### src/rtl/mem_bridge_pkg.sv
// Shared types and constants for the CPU-to-memory bridge.
// Imported by the bridge top and its lane aligner.
package mem_bridge_pkg;

  typedef enum logic [2:0] {
    IDLE,
    REQ,
    WAIT,
    RESP,
    DRAIN
  } mem_bridge_state_t;

  localparam int MEM_BRIDGE_TIMEOUT = 255;

  typedef logic [3:0] rv32i_mem_wmask;

endpackage

### src/rtl/mem_lane_align.sv
// Byte-lane alignment between CPU lane-0 data and word memory.
// Purely combinational; also flags masks that spill past the word.
module mem_lane_align
  import mem_bridge_pkg::*;
(
  input  logic [1:0]     off,
  input  logic [31:0]    wdata,
  input  rv32i_mem_wmask mask,
  input  logic [31:0]    rdata,
  output logic [31:0]    wdata_sh,
  output rv32i_mem_wmask mask_sh,
  output logic           ovf,
  output logic [31:0]    rdata_sh
);

  logic [7:0] mask_wide;
  logic [4:0] bit_sh;

  assign bit_sh    = {off, 3'b000};
  assign mask_wide = {4'b0000, mask} << off;
  assign mask_sh   = mask_wide[3:0];
  assign ovf       = |mask_wide[7:4];
  assign wdata_sh  = wdata << bit_sh;
  assign rdata_sh  = rdata >> bit_sh;

endmodule

### src/rtl/mem_bridge.sv
// Bridge from level-held CPU requests to a req/gnt/rvalid memory port.
// Handles lane alignment, misalignment errors and a response timeout.
module mem_bridge
  import mem_bridge_pkg::*;
#(
  parameter int TIMEOUT = MEM_BRIDGE_TIMEOUT
) (
  input  logic           clk,
  input  logic           rst,
  input  logic           mem_read,
  input  logic           mem_write,
  input  logic [31:0]    mem_address,
  input  logic [31:0]    mem_wdata,
  input  rv32i_mem_wmask mem_byte_enable,
  output logic [31:0]    mem_rdata,
  output logic           mem_resp,
  output logic           mem_err,
  output logic           pmem_req,
  output logic           pmem_we,
  output logic [31:0]    pmem_addr,
  output logic [31:0]    pmem_wdata,
  output rv32i_mem_wmask pmem_wmask,
  input  logic           pmem_gnt,
  input  logic           pmem_rvalid,
  input  logic [31:0]    pmem_rdata
);

  localparam logic [7:0] TMO = 8'(TIMEOUT);

  mem_bridge_state_t state_q, state_d;

  logic [1:0]     off_q;
  logic           we_q;
  logic           pend_q;
  logic [7:0]     cnt_q;
  logic [1:0]     align_off;
  logic [31:0]    wdata_sh;
  logic [31:0]    rdata_sh;
  rv32i_mem_wmask mask_sh;
  logic           ovf;
  logic           accept;
  logic           err_d;
  logic           tmo;
  logic           rd_ok;

  // Outgoing shift uses the live address; return shift the latched one.
  assign align_off = (state_q == IDLE) ? mem_address[1:0] : off_q;

  mem_lane_align u_align (
    .off      (align_off),
    .wdata    (mem_wdata),
    .mask     (mem_byte_enable),
    .rdata    (pmem_rdata),
    .wdata_sh (wdata_sh),
    .mask_sh  (mask_sh),
    .ovf      (ovf),
    .rdata_sh (rdata_sh)
  );

  always_comb begin
    state_d = state_q;
    accept  = 1'b0;
    err_d   = 1'b0;
    tmo     = 1'b0;
    rd_ok   = 1'b0;
    unique case (state_q)
      IDLE: begin
        if (mem_read && mem_write) begin
          state_d = RESP;
          err_d   = 1'b1;
        end else if (mem_read || mem_write) begin
          if (ovf) begin
            state_d = RESP;
            err_d   = 1'b1;
          end else begin
            state_d = REQ;
            accept  = 1'b1;
          end
        end
      end
      REQ: begin
        if (pmem_gnt) state_d = WAIT;
      end
      WAIT: begin
        if (pmem_rvalid) begin
          state_d = RESP;
          rd_ok   = ~we_q;
        end else if (cnt_q == TMO) begin
          state_d = RESP;
          err_d   = 1'b1;
          tmo     = 1'b1;
        end
      end
      RESP: begin
        state_d = pend_q ? DRAIN : IDLE;
      end
      DRAIN: begin
        if (pmem_rvalid) state_d = IDLE;
      end
      default: state_d = IDLE;
    endcase
  end

  always_ff @(posedge clk or negedge rst) begin
    if (!rst) begin
      state_q    <= IDLE;
      off_q      <= 2'b00;
      we_q       <= 1'b0;
      pend_q     <= 1'b0;
      cnt_q      <= 8'd0;
      mem_err    <= 1'b0;
      mem_rdata  <= 32'd0;
      pmem_addr  <= 32'd0;
      pmem_wdata <= 32'd0;
      pmem_wmask <= 4'b0000;
    end else begin
      state_q <= state_d;
      mem_err <= err_d;
      if (accept) begin
        off_q      <= mem_address[1:0];
        we_q       <= mem_write;
        pmem_addr  <= {mem_address[31:2], 2'b00};
        pmem_wdata <= wdata_sh;
        pmem_wmask <= mask_sh;
      end
      if (state_q == REQ && pmem_gnt) begin
        cnt_q <= 8'd0;
      end else if (state_q == WAIT) begin
        cnt_q <= cnt_q + 8'd1;
      end
      if (tmo) begin
        pend_q <= 1'b1;
      end else if (state_q == DRAIN && pmem_rvalid) begin
        pend_q <= 1'b0;
      end
      if (state_q != RESP && state_d == RESP) begin
        mem_rdata <= rd_ok ? rdata_sh : 32'd0;
      end
    end
  end

  assign mem_resp = (state_q == RESP);
  assign pmem_req = (state_q == REQ);
  assign pmem_we  = pmem_req & we_q;

endmodule
### config.mk
export PLATFORM = sky130hd
export DESIGN_NAME = mem_bridge
export DESIGN_NICKNAME = d
export VERILOG_FILES = /design/src/rtl/mem_bridge_pkg.sv /design/src/rtl/mem_lane_align.sv /design/src/rtl/mem_bridge.sv
export SDC_FILE = /design/constraint.sdc
export NUM_CORES = 1
export LEC_CHECK = 0
export ABC_CLOCK_PERIOD_IN_PS = 1950
export CAP_MARGIN = 40
export CELL_PAD_IN_SITES_DETAIL_PLACEMENT = 1
export CELL_PAD_IN_SITES_GLOBAL_PLACEMENT = 1
export CORE_MARGIN = 4
export CORE_UTILIZATION = 29
export DETAILED_ROUTE_END_ITERATION = 8
export PLACE_DENSITY = 0.67
export REMOVE_ABC_BUFFERS = 1
export SLEW_MARGIN = 25
export SYNTH_ARGS = -nofsm -noshare
export SYNTH_HDL_FRONTEND = slang
export SYNTH_SLANG_ARGS = --single-unit
### constraint.sdc
create_clock -name clk -period 1.95 [get_ports clk]
set_input_delay 0.2925 -clock clk [delete_from_list [all_inputs] [get_ports clk]]
set_output_delay 0.2925 -clock clk [all_outputs]
set_load 0.05 [all_outputs]
Word-level counts from Yosys, hierarchy flattened --
Index checks and enable logic that the tools add are counted.
Cells by class: add/sub/neg operators 1, equality and inequality tests 7, shift operators 3, muxes and demuxes 28, bitwise gates (word level) 2, reduce and logical (&&, ||, !) cells 9
Operators with widths (count):
- $mux W32 | 1
- $shl A32 B5 Y32 | 1
- $shr A32 B5 Y32 | 1
- $mux W3 | 7
- $mux W8 | 2
- $pmux W3 S5 | 1
- $mux W1 | 14
- $eq A3 B2 Y1 const B | 3
- $add A8 B1 Y8 const B | 1
- $eq A8 B8 Y1 const B | 1
- $shl A4 B2 Y8 | 1
- $logic_and A1 B1 Y1 | 4
- $mux W2 | 2
- $reduce_bool A2 Y1 | 2
- $reduce_or A4 Y1 | 1
- $eq A3 B1 Y1 const B | 1
- $eq A3 B3 Y1 const B | 1
- $logic_not A3 Y1 | 1
- $ne A3 B2 Y1 const B | 1
- $pmux W1 S2 | 1
- $and A1 B1 Y1 | 1
- $logic_or A1 B1 Y1 | 1
- $not A1 Y1 | 1
Storage, ports and cells: register bits after elaboration 114, word-level logic and storage cells 60

Longest topological paths before layout --
Gate-level depths: netlist of the first run.
word-level depth 10, gate-level depth with buffers 8, gate-level depth less buffers 4

Cells and area by module --
From an unflattened synthesis of the first run, not the netlist that was laid out.
Second synthesis, totals: cell total of the unflattened synthesis 453, area, all modules 5680.4 um2
Modules (own cells, without submodules):
- mem_bridge | times used 1, cells each 312, area an instance 4494.3 um2
- mem_lane_align | times used 1, cells each 141, area an instance 1186.1 um2

Worst setup path after synthesis of the first run --
OpenSTA, ideal clock, no wires.
path type register to output, from reg state_q[2], to out pmem_we, data arrival time 2.209 ns, required time 1.657 ns, slack -0.551 ns, cell stages (with the launch flop) 6, buffers on the path 2, cell sequence dfrtp_1 -> buf_2 -> buf_1 -> nor2b_1 -> nor2b_1 -> and2_1
On the way: longest elaborated chain between the ends 2
Ends and longest elaborated chain:
- start: declaration | line mem_bridge.sv:30 | mem_bridge_state_t state_q, state_d;
- start signal: assignment | line mem_bridge.sv:117 | state_q <= state_d;
- $eq A3 B1 Y1 | line mem_bridge.sv:143 | assign pmem_req = (state_q == REQ);
- named net pmem_req | line mem_bridge.sv:18 | output logic pmem_req,
- $and A1 B1 Y1 | line mem_bridge.sv:144 | assign pmem_we = pmem_req & we_q;
- end: declaration | line mem_bridge.sv:19 | output logic pmem_we,
The timed path passes the listed nets, and every way through them passes these cells.

Worst setup path in the final report of the first run --
from reg state_q[2], to reg mem_rdata[29]
On the way: longest elaborated chain between the ends 10, elaborated cells on any way between the ends 22, classes of those cells eq/ne: 6; shift: 2; mux: 11; reduce/logical: 3
Ends and longest elaborated chain:
- $logic_not A3 Y1 | line mem_bridge.sv:47, mem_bridge.sv:66
- $mux W2 | line mem_bridge.sv:47 | assign align_off = (state_q == IDLE) ? mem_address[1:0] : off_q;
- $shl A4 B2 Y8 | line mem_lane_align.sv:20 | assign mask_wide = {4'b0000, mask} << off;
- $reduce_or A4 Y1 | line mem_lane_align.sv:22 | assign ovf = |mask_wide[7:4];
- $mux W2 | line mem_bridge.sv:72 | if (ovf) begin
- $mux W3 | line mem_bridge.sv:71 | end else if (mem_read || mem_write) begin
- $mux W3 | line mem_bridge.sv:68 | if (mem_read && mem_write) begin
- $pmux W3 S5 | line mem_bridge.sv:66 | unique case (state_q)
- $eq A3 B2 Y1 | line mem_bridge.sv:136 | if (state_q != RESP && state_d == RESP) begin
- $logic_and A1 B1 Y1 | line mem_bridge.sv:136
- end signal: assignment | line mem_bridge.sv:137 | mem_rdata <= rd_ok ? rdata_sh : 32'd0;
- end: declaration | line mem_bridge.sv:15 | output logic [31:0] mem_rdata,
Several ways; a longest one is shown, not always the timed one. A chain may end at the register's enable or synchronous reset.

==> results.yml, run 1 <==
floorplanning:
  dieArea_um2: 24610
  die_h_um: 156.9
  boundaryPins: 210
  initial_core_util_pct: 29.45
  rows: 54
  die_x_um: 156.9
  coreArea_um2: 21820
worst_setup_path:
  r2r_start: "state_q[2]$_DFF_PN0_"
  reg2reg_depth: 7
  cp.required_ns: 2.25
  reg2reg_slack_ns: -0.12
  crit_fanout: 8
  cpPeakStageDelay_ns: 0.65
  worstSetupPathType: "register to register"
  worstSetupEndpointType: "register"
  cp.arrival_ns: 2.37
  cpMaxStageDelayCell: "or4b_4"
  cp-start-kind: "register"
  rr_endpoint: "mem_rdata[29]$_DFFE_PN0P_"
  crit_chain: "buf_6 -> or4b_4 -> nand2_4 -> buf_4 -> nor3_4 -> buf_12 -> a32o_1"
yosys:
  syn_area_um2: 6426
  async_reset_ff_share_pct: 100.0
  ys_types: 54
  synthTopCellsByCount: "dfrtp_1 (114), mux2i_1 (64), mux2_4 (41)"
  synth_most_common_cell: "dfrtp_1"
  ys.flop_type: "dfrtp_1"
  synth_top_area_cell: "dfrtp_1"
  yosysTopAreaCellShare_pct: 44.39
  syn_inst: 583
  synth_seq_cells: 114
  synth_area_leaders: "dfrtp_1 (44%), mux2i_1 (10%), mux2_4 (9.6%), o32ai_1 (3.3%), o21ai_0 (2.5%)"
  synth-edff-count: 0
  yosys_warnings: 0
  synth-seq-area-share_pct: 44.39
  syn_area_per_cell_um2: 11.02
power:
  total_power_mw: 21.77
  p_sw_share_pct: 45.62
  p_seq_share_pct: 18.4
  netSwitchingPower_mw: 9.931
  comb_power_share_pct: 66.2
  power_density_nw_per_um2: 1942
  pwr-share-clk_pct: 15.4
  p_leak_nw: 5.026
  p_int_mw: 11.84
  ir_worst_vdd_uv: 683.2
timing:
  fin_crit_sh_pct: 106.1
  fin_ws_ns: -0.1182
  rsz0062_at_grt: "yes"
  fin_crit_ns: 2.068
  max_slew_margin_pct: 62.14
  setup_viol: 90
  fmax_ghz: 0.4835
  skew_ns: 0.009094
  hold_viol: 0
  slew_violations: 0
  setup-tns-final_ns: -7.890
  worst_pin_slew_ns: 0.5669
hold_path:
  min-delay-path-class: "primary input to asynchronous set/reset pin"
cts:
  cts_buffers: 17
  cts_tree: "built"
  clk_latency_ns: 0.42
  htreeDepth: 4
  root_buffer: "clkbuf_16"
  clock_path_buffers: 2
  cts_sinks: 114
  clk_pin_slew_worst_paths_ns: 0.06
place:
  hpwl_um: 18010
  io_buffer_count: 207
  gp_congestion: 0.8344
global_routing:
  antenna_found_initial: 0
  grt_pass1_vias: 6700
  grt_pass1_wl_um: 38930
  track_usage_pct: 20.38
  grt_max_degree: 37
  grt_overflow: 0
cells_and_area:
  nets: 983
  diodes: 0
  synthToLayoutAreaGrowth_pct: 74.40
  drive_above_1_share_pct: 33.18
routing:
  post-route-drc-count: 0
  vias: 6227
  wl_met1_um: 11320
  met3_length_um: 1350
  drt_iter0_drc: 229
  wirelength_um: 27330
  viasPerCell: 5.327
  ant_nets: 0
  wl_met2_um: 14440
  highest_layer: "met4"
  first_pass_iters: 4
  wl_per_cell_um: 23.38
run:
  maxCapViolations: 0
run_status:
  status: "finished, violations left"
  violations: "setup timing"
[metrics by stage]
stage,worst slack [ns],hold slack [ns],cell area (µm²),utilization (%),std cells
finish,-0.1182,0.3848,11210,51.35,1169
global route,-0.1913,0.4086,11210,51.35,1169
CTS,-0.09872,0.3936,10340,47.37,1141
detailed placement,-0.4155,0.2964,9294,42.59,1091
global placement,-0.3725,0.2992,9294,42.59,1091
floorplan,-1.296,-0.003091,6152,-,534
[critical path, delay by kind of cell (launching register included)]
kind / cells / cell delay (ns)
AO/OA/AOI/OAI: 1 / 0.20
buffers and inverters: 3 / 0.42
flip-flops: 1 / 0.45
AND/OR/NAND/NOR: 3 / 0.86
[worst max-delay path by stage]
stage,slack (ns),startpoint,cells after the start,to
3_5_place_dp,-0.42,mem_write,6,pmem_addr[26]$_DFFE_PN0P_
2_1_floorplan,-1.30,state_q[1]$_DFF_PN0_,4,mem_rdata[0]$_DFFE_PN0P_
6_report,-0.12,state_q[2]$_DFF_PN0_,7,mem_rdata[29]$_DFFE_PN0P_
5_1_grt,-0.19,state_q[2]$_DFF_PN0_,8,mem_rdata[2]$_DFFE_PN0P_
4_1_cts,-0.1,state_q[1]$_DFF_PN0_,9,mem_rdata[2]$_DFFE_PN0P_
3_3_place_gp,-0.37,mem_address[0],7,mem_rdata[29]$_DFFE_PN0P_
[cells in the final DEF (no fill, tap or decap), drive strengths merged, types with 22 or more instances in the layout]
cell,n
inv,27
clkbuf,25
mux2,43
dfrtp,114
mux2i,64
clkdlybuf4s50,175
nand2,26
dlymetal6s2s,22
buf,118
o32ai,24
o21ai,34
[state kept, by name (all words and copies together), names as in the netlist, 2 cells and up]
signal and flops:
pmem_wdata 32, pmem_wmask 4, pmem_addr 30, state_q 3
off_q 2, cnt_q 8, mem_rdata 32
[kinds of logic after synthesis]
family | Yosys count | synth area share, %
AOI/OAI and AO/OA | 168 | 19.29
DFF | 114 | 44.39
and+or+nand+nor | 110 | 9.502
muxes | 107 | 19.90
buffers and inverters | 76 | 5.841
xor gates and xnor gates | 6 | 0.8179
adders and majority gates | 1 | 0.1947
other | 1 | 0.05836
[power by group through the flow]
stage | registers, mW | logic [mW] | clock network (mW)
4_1_cts | 4.00 | 12.5 | 3.40
5_1_grt | 4.11 | 15.1 | 3.53
6_report | 4.01 | 14.4 | 3.35
2_1_floorplan | 6.89 | 4.03 | 0
3_5_place_dp | 4.04 | 11.7 | 0
3_3_place_gp | 4.00 | 11.4 | 0
[metal layers]
metal  GRT usage [%]  vias up
li1                -     2797
met5               0        -
met2           37.06      197
met4           4.008        0
met3           5.254       17
met1           24.34     3216
[layout make-up]
type | count | area, µm²
Tap cell | 280 | 350.3
Fill cell | 2263 | 10620
Inverter | 26 | 97.59
Multi-Input combinational cell | 394 | 3751
Sequential cell | 114 | 2856
Clock inverter | 14 | 186.4
Clock buffer | 18 | 439.2
Timing Repair Buffer | 323 | 3526
[repair_timing]
item | in CTS | in global routing
setup buffers | 12 | 21
hold endpoints to repair | 27 | 0
cloned | 5 | 10
pin swaps | 18 | 38
resized for setup | 63 | 129
endpoints found under the setup margin | 106 | 127
hold buffers | 1 | 0
No activity file was read; power rests on OpenSTA's default activity.
==> run 2: changes to the inputs <==
--- a/config.mk
+++ b/config.mk
@@ -6,13 +6,12 @@
 export NUM_CORES = 1
 export LEC_CHECK = 0
 export ABC_CLOCK_PERIOD_IN_PS = 1950
-export CAP_MARGIN = 40
 export CELL_PAD_IN_SITES_DETAIL_PLACEMENT = 1
 export CELL_PAD_IN_SITES_GLOBAL_PLACEMENT = 1
 export CORE_MARGIN = 4
-export CORE_UTILIZATION = 29
+export CORE_UTILIZATION = 32
 export DETAILED_ROUTE_END_ITERATION = 8
-export PLACE_DENSITY = 0.67
+export PLACE_DENSITY = 0.73
 export REMOVE_ABC_BUFFERS = 1
 export SLEW_MARGIN = 25
 export SYNTH_ARGS = -nofsm -noshare
==> run 2 against run 1 <==
The run still ends with setup timing left. Clock-buffer cell count rose by 2. Non-clock buffer count fell by 25. Routed wire length fell by 6.2%. Total power fell by 4.8%. Core utilization rose by 2.8 points. Maximum frequency rose by 1.3%. Sequential power barely moved. Hold slack got worse by 0.036 ns. Flip-flop and latch count did not move. Clock skew barely moved.
==> results.yml, run 2 (synthesis results as in run 1) <==
timing:
  hold_viol: 0
  setup_viol: 84
  max_slew_margin_pct: 61.43
  worst_hold_slack_ns: 0.3486
  fin_crit_sh_pct: 104.7
  skew_ns: 0.008998
  slew_violations: 0
  fin_crit_ns: 2.042
  fin_ws_ns: -0.09211
  worst_pin_slew_ns: 0.5776
  rsz0062_at_grt: "yes"
  fmax_ghz: 0.4897
floorplanning:
  die_h_um: 149.7
  initial_core_util_pct: 32.80
  rows: 51
  dieArea_um2: 22410
  boundaryPins: 210
  coreArea_um2: 19590
  die_x_um: 149.7
routing:
  post-route-drc-count: 0
  wl_per_cell_um: 22.70
  viasPerCell: 5.428
  ant_nets: 0
  vias: 6128
  first_pass_iters: 4
  wirelength_um: 25630
  drt_iter0_drc: 179
place:
  dp_slack_ns: -0.4506
  hpwl_um: 17380
  place_area_um2: 9268
  io_buffer_count: 207
  gp_congestion: 0.8206
cts:
  root_buffer: "clkbuf_16"
  cts_sinks: 114
  clk_latency_ns: 0.42
  clock_path_buffers: 2
  clk_pin_slew_worst_paths_ns: 0.06
  cts_tree: "built"
  htreeDepth: 4
  cts_buffers: 17
hold_path:
  min-delay-path-class: "primary input to asynchronous set/reset pin"
global_routing:
  grt_pass1_wl_um: 38320
  use_met3_pct: 5.270
  grt_use_met2_pct: 38.53
  antenna_found_initial: 0
  track_usage_pct: 21.81
  grt_pass1_vias: 6869
  use_met1_pct: 26.19
  grt_max_degree: 41
  busiest_layer: "met2"
  grt_overflow: 0
cells_and_area:
  drive_above_1_share_pct: 27.66
  nets: 958
  synthToLayoutAreaGrowth_pct: 65.21
  postLayoutCellArea_um2: 10620
  layout_common_cells: "clkdlybuf4s50_1 (189), dfrtp_1 (111), mux2i_1 (63)"
  diodes: 0
  final_common_cell: "clkdlybuf4s50_1"
  utilization_pct: 54.19
  reg_top3: "mem_rdata (32), pmem_wdata (32), pmem_addr (30)"
run_status:
  status: "finished, violations left"
  violations: "setup timing"
run:
  maxCapViolations: 0
worst_setup_path:
  cp.arrival_ns: 2.35
  crit_chain: "buf_4 -> nor3_4 -> o21ai_1 -> buf_4 -> a311o_2 -> a32o_1"
  worstSetupPathType: "register to register"
  cp.required_ns: 2.26
  worstSetupEndpointType: "register"
  crit_fanout: 8
  cp-start-kind: "register"
  crit_top_cell: "buf_4"
  cpPeakStageDelay_ns: 0.51
  cpMaxStageDelayCell: "a311o_2"
power:
  ir_worst_vdd_uv: 945.9
  power_density_nw_per_um2: 1952
  p_leak_nw: 4.681
==> run 2: final cells by class <==
cell class | instances | area [µm²]
well taps | 265 | 331.6
repair buffers | 298 | 3088
fillers | 2036 | 8974
inverters | 26 | 97.59
flip-flops and latches | 114 | 2856
clock inverters | 12 | 202.7
multi-input cells | 394 | 3583
clock buffers | 20 | 456.7
==> run 2: power by group <==
| group | total (mW) | switching [mW] | leakage, nW | internal, mW |
|---|---|---|---|---|
| Sequential | 4.04 | 0.715 | 1.45 | 3.32 |
| Combinational | 13.2 | 7.59 | 2.91 | 5.57 |
| Clock | 3.53 | 1.19 | 0.321 | 2.34 |
==> run 2: final timing paths <==
path / from / end / slack, ns / cells past startpoint
max: state_q[0]$_DFF_PN0_ / mem_rdata[30]$_DFFE_PN0P_ / -0.09 / 6
min: rst / pmem_wdata[5]$_DFFE_PN0P_ / 0.35 / 2
max reg2reg: state_q[0]$_DFF_PN0_ / mem_rdata[30]$_DFFE_PN0P_ / -0.09 / 6
min reg2reg: pmem_addr[16]$_DFFE_PN0P_ / pmem_addr[16]$_DFFE_PN0P_ / 0.52 / 1
max in group asynchronous: rst / mem_rdata[31]$_DFFE_PN0P_ / 1.01 / 3
min in group clk: mem_address[26] / pmem_addr[26]$_DFFE_PN0P_ / 0.49 / 2
==> run 2: critical path: cells and delay by family, from the launching register on <==
family	cells	cell delay, ns
AO/OA/AOI/OAI	3	0.92
flip-flops	1	0.48
buffers and inverters	2	0.35
AND/OR/NAND/NOR	1	0.18
==> run 2: layer usage <==
| layer | wire length (µm) | share of wire [%] | vias up |
|---|---|---|---|
| met5 | 0 | 0 | - |
| met4 | 623 | 2.4 | 0 |
| met3 | 1675 | 6.5 | 47 |
| met2 | 13000 | 51 | 221 |
| met1 | 10330 | 40 | 3131 |
| li1 | - | - | 2729 |
==> run 2: timing repair <==
| action | CTS | global route |
|---|---|---|
| hold buffers | 1 | 0 |
| gates resized for setup | 45 | 65 |
| setup endpoints to repair | 106 | 116 |
| endpoints found under the hold margin | 23 | 0 |
| pin swaps | 6 | 15 |
| setup buffers | 12 | 6 |
| cloned | 2 | 2 |
==> run 2: per-stage QoR <==
step | TNS (ns) | power [mW] | std cells
global route | -11.73 | 21.60 | 1129
floorplan | -122.53 | 10.92 | 534
detailed placement | -34.55 | 15.62 | 1074
global placement | -28.50 | 15.28 | 1074
finish | -4.484 | 20.72 | 1129
CTS | -3.358 | 19.97 | 1121
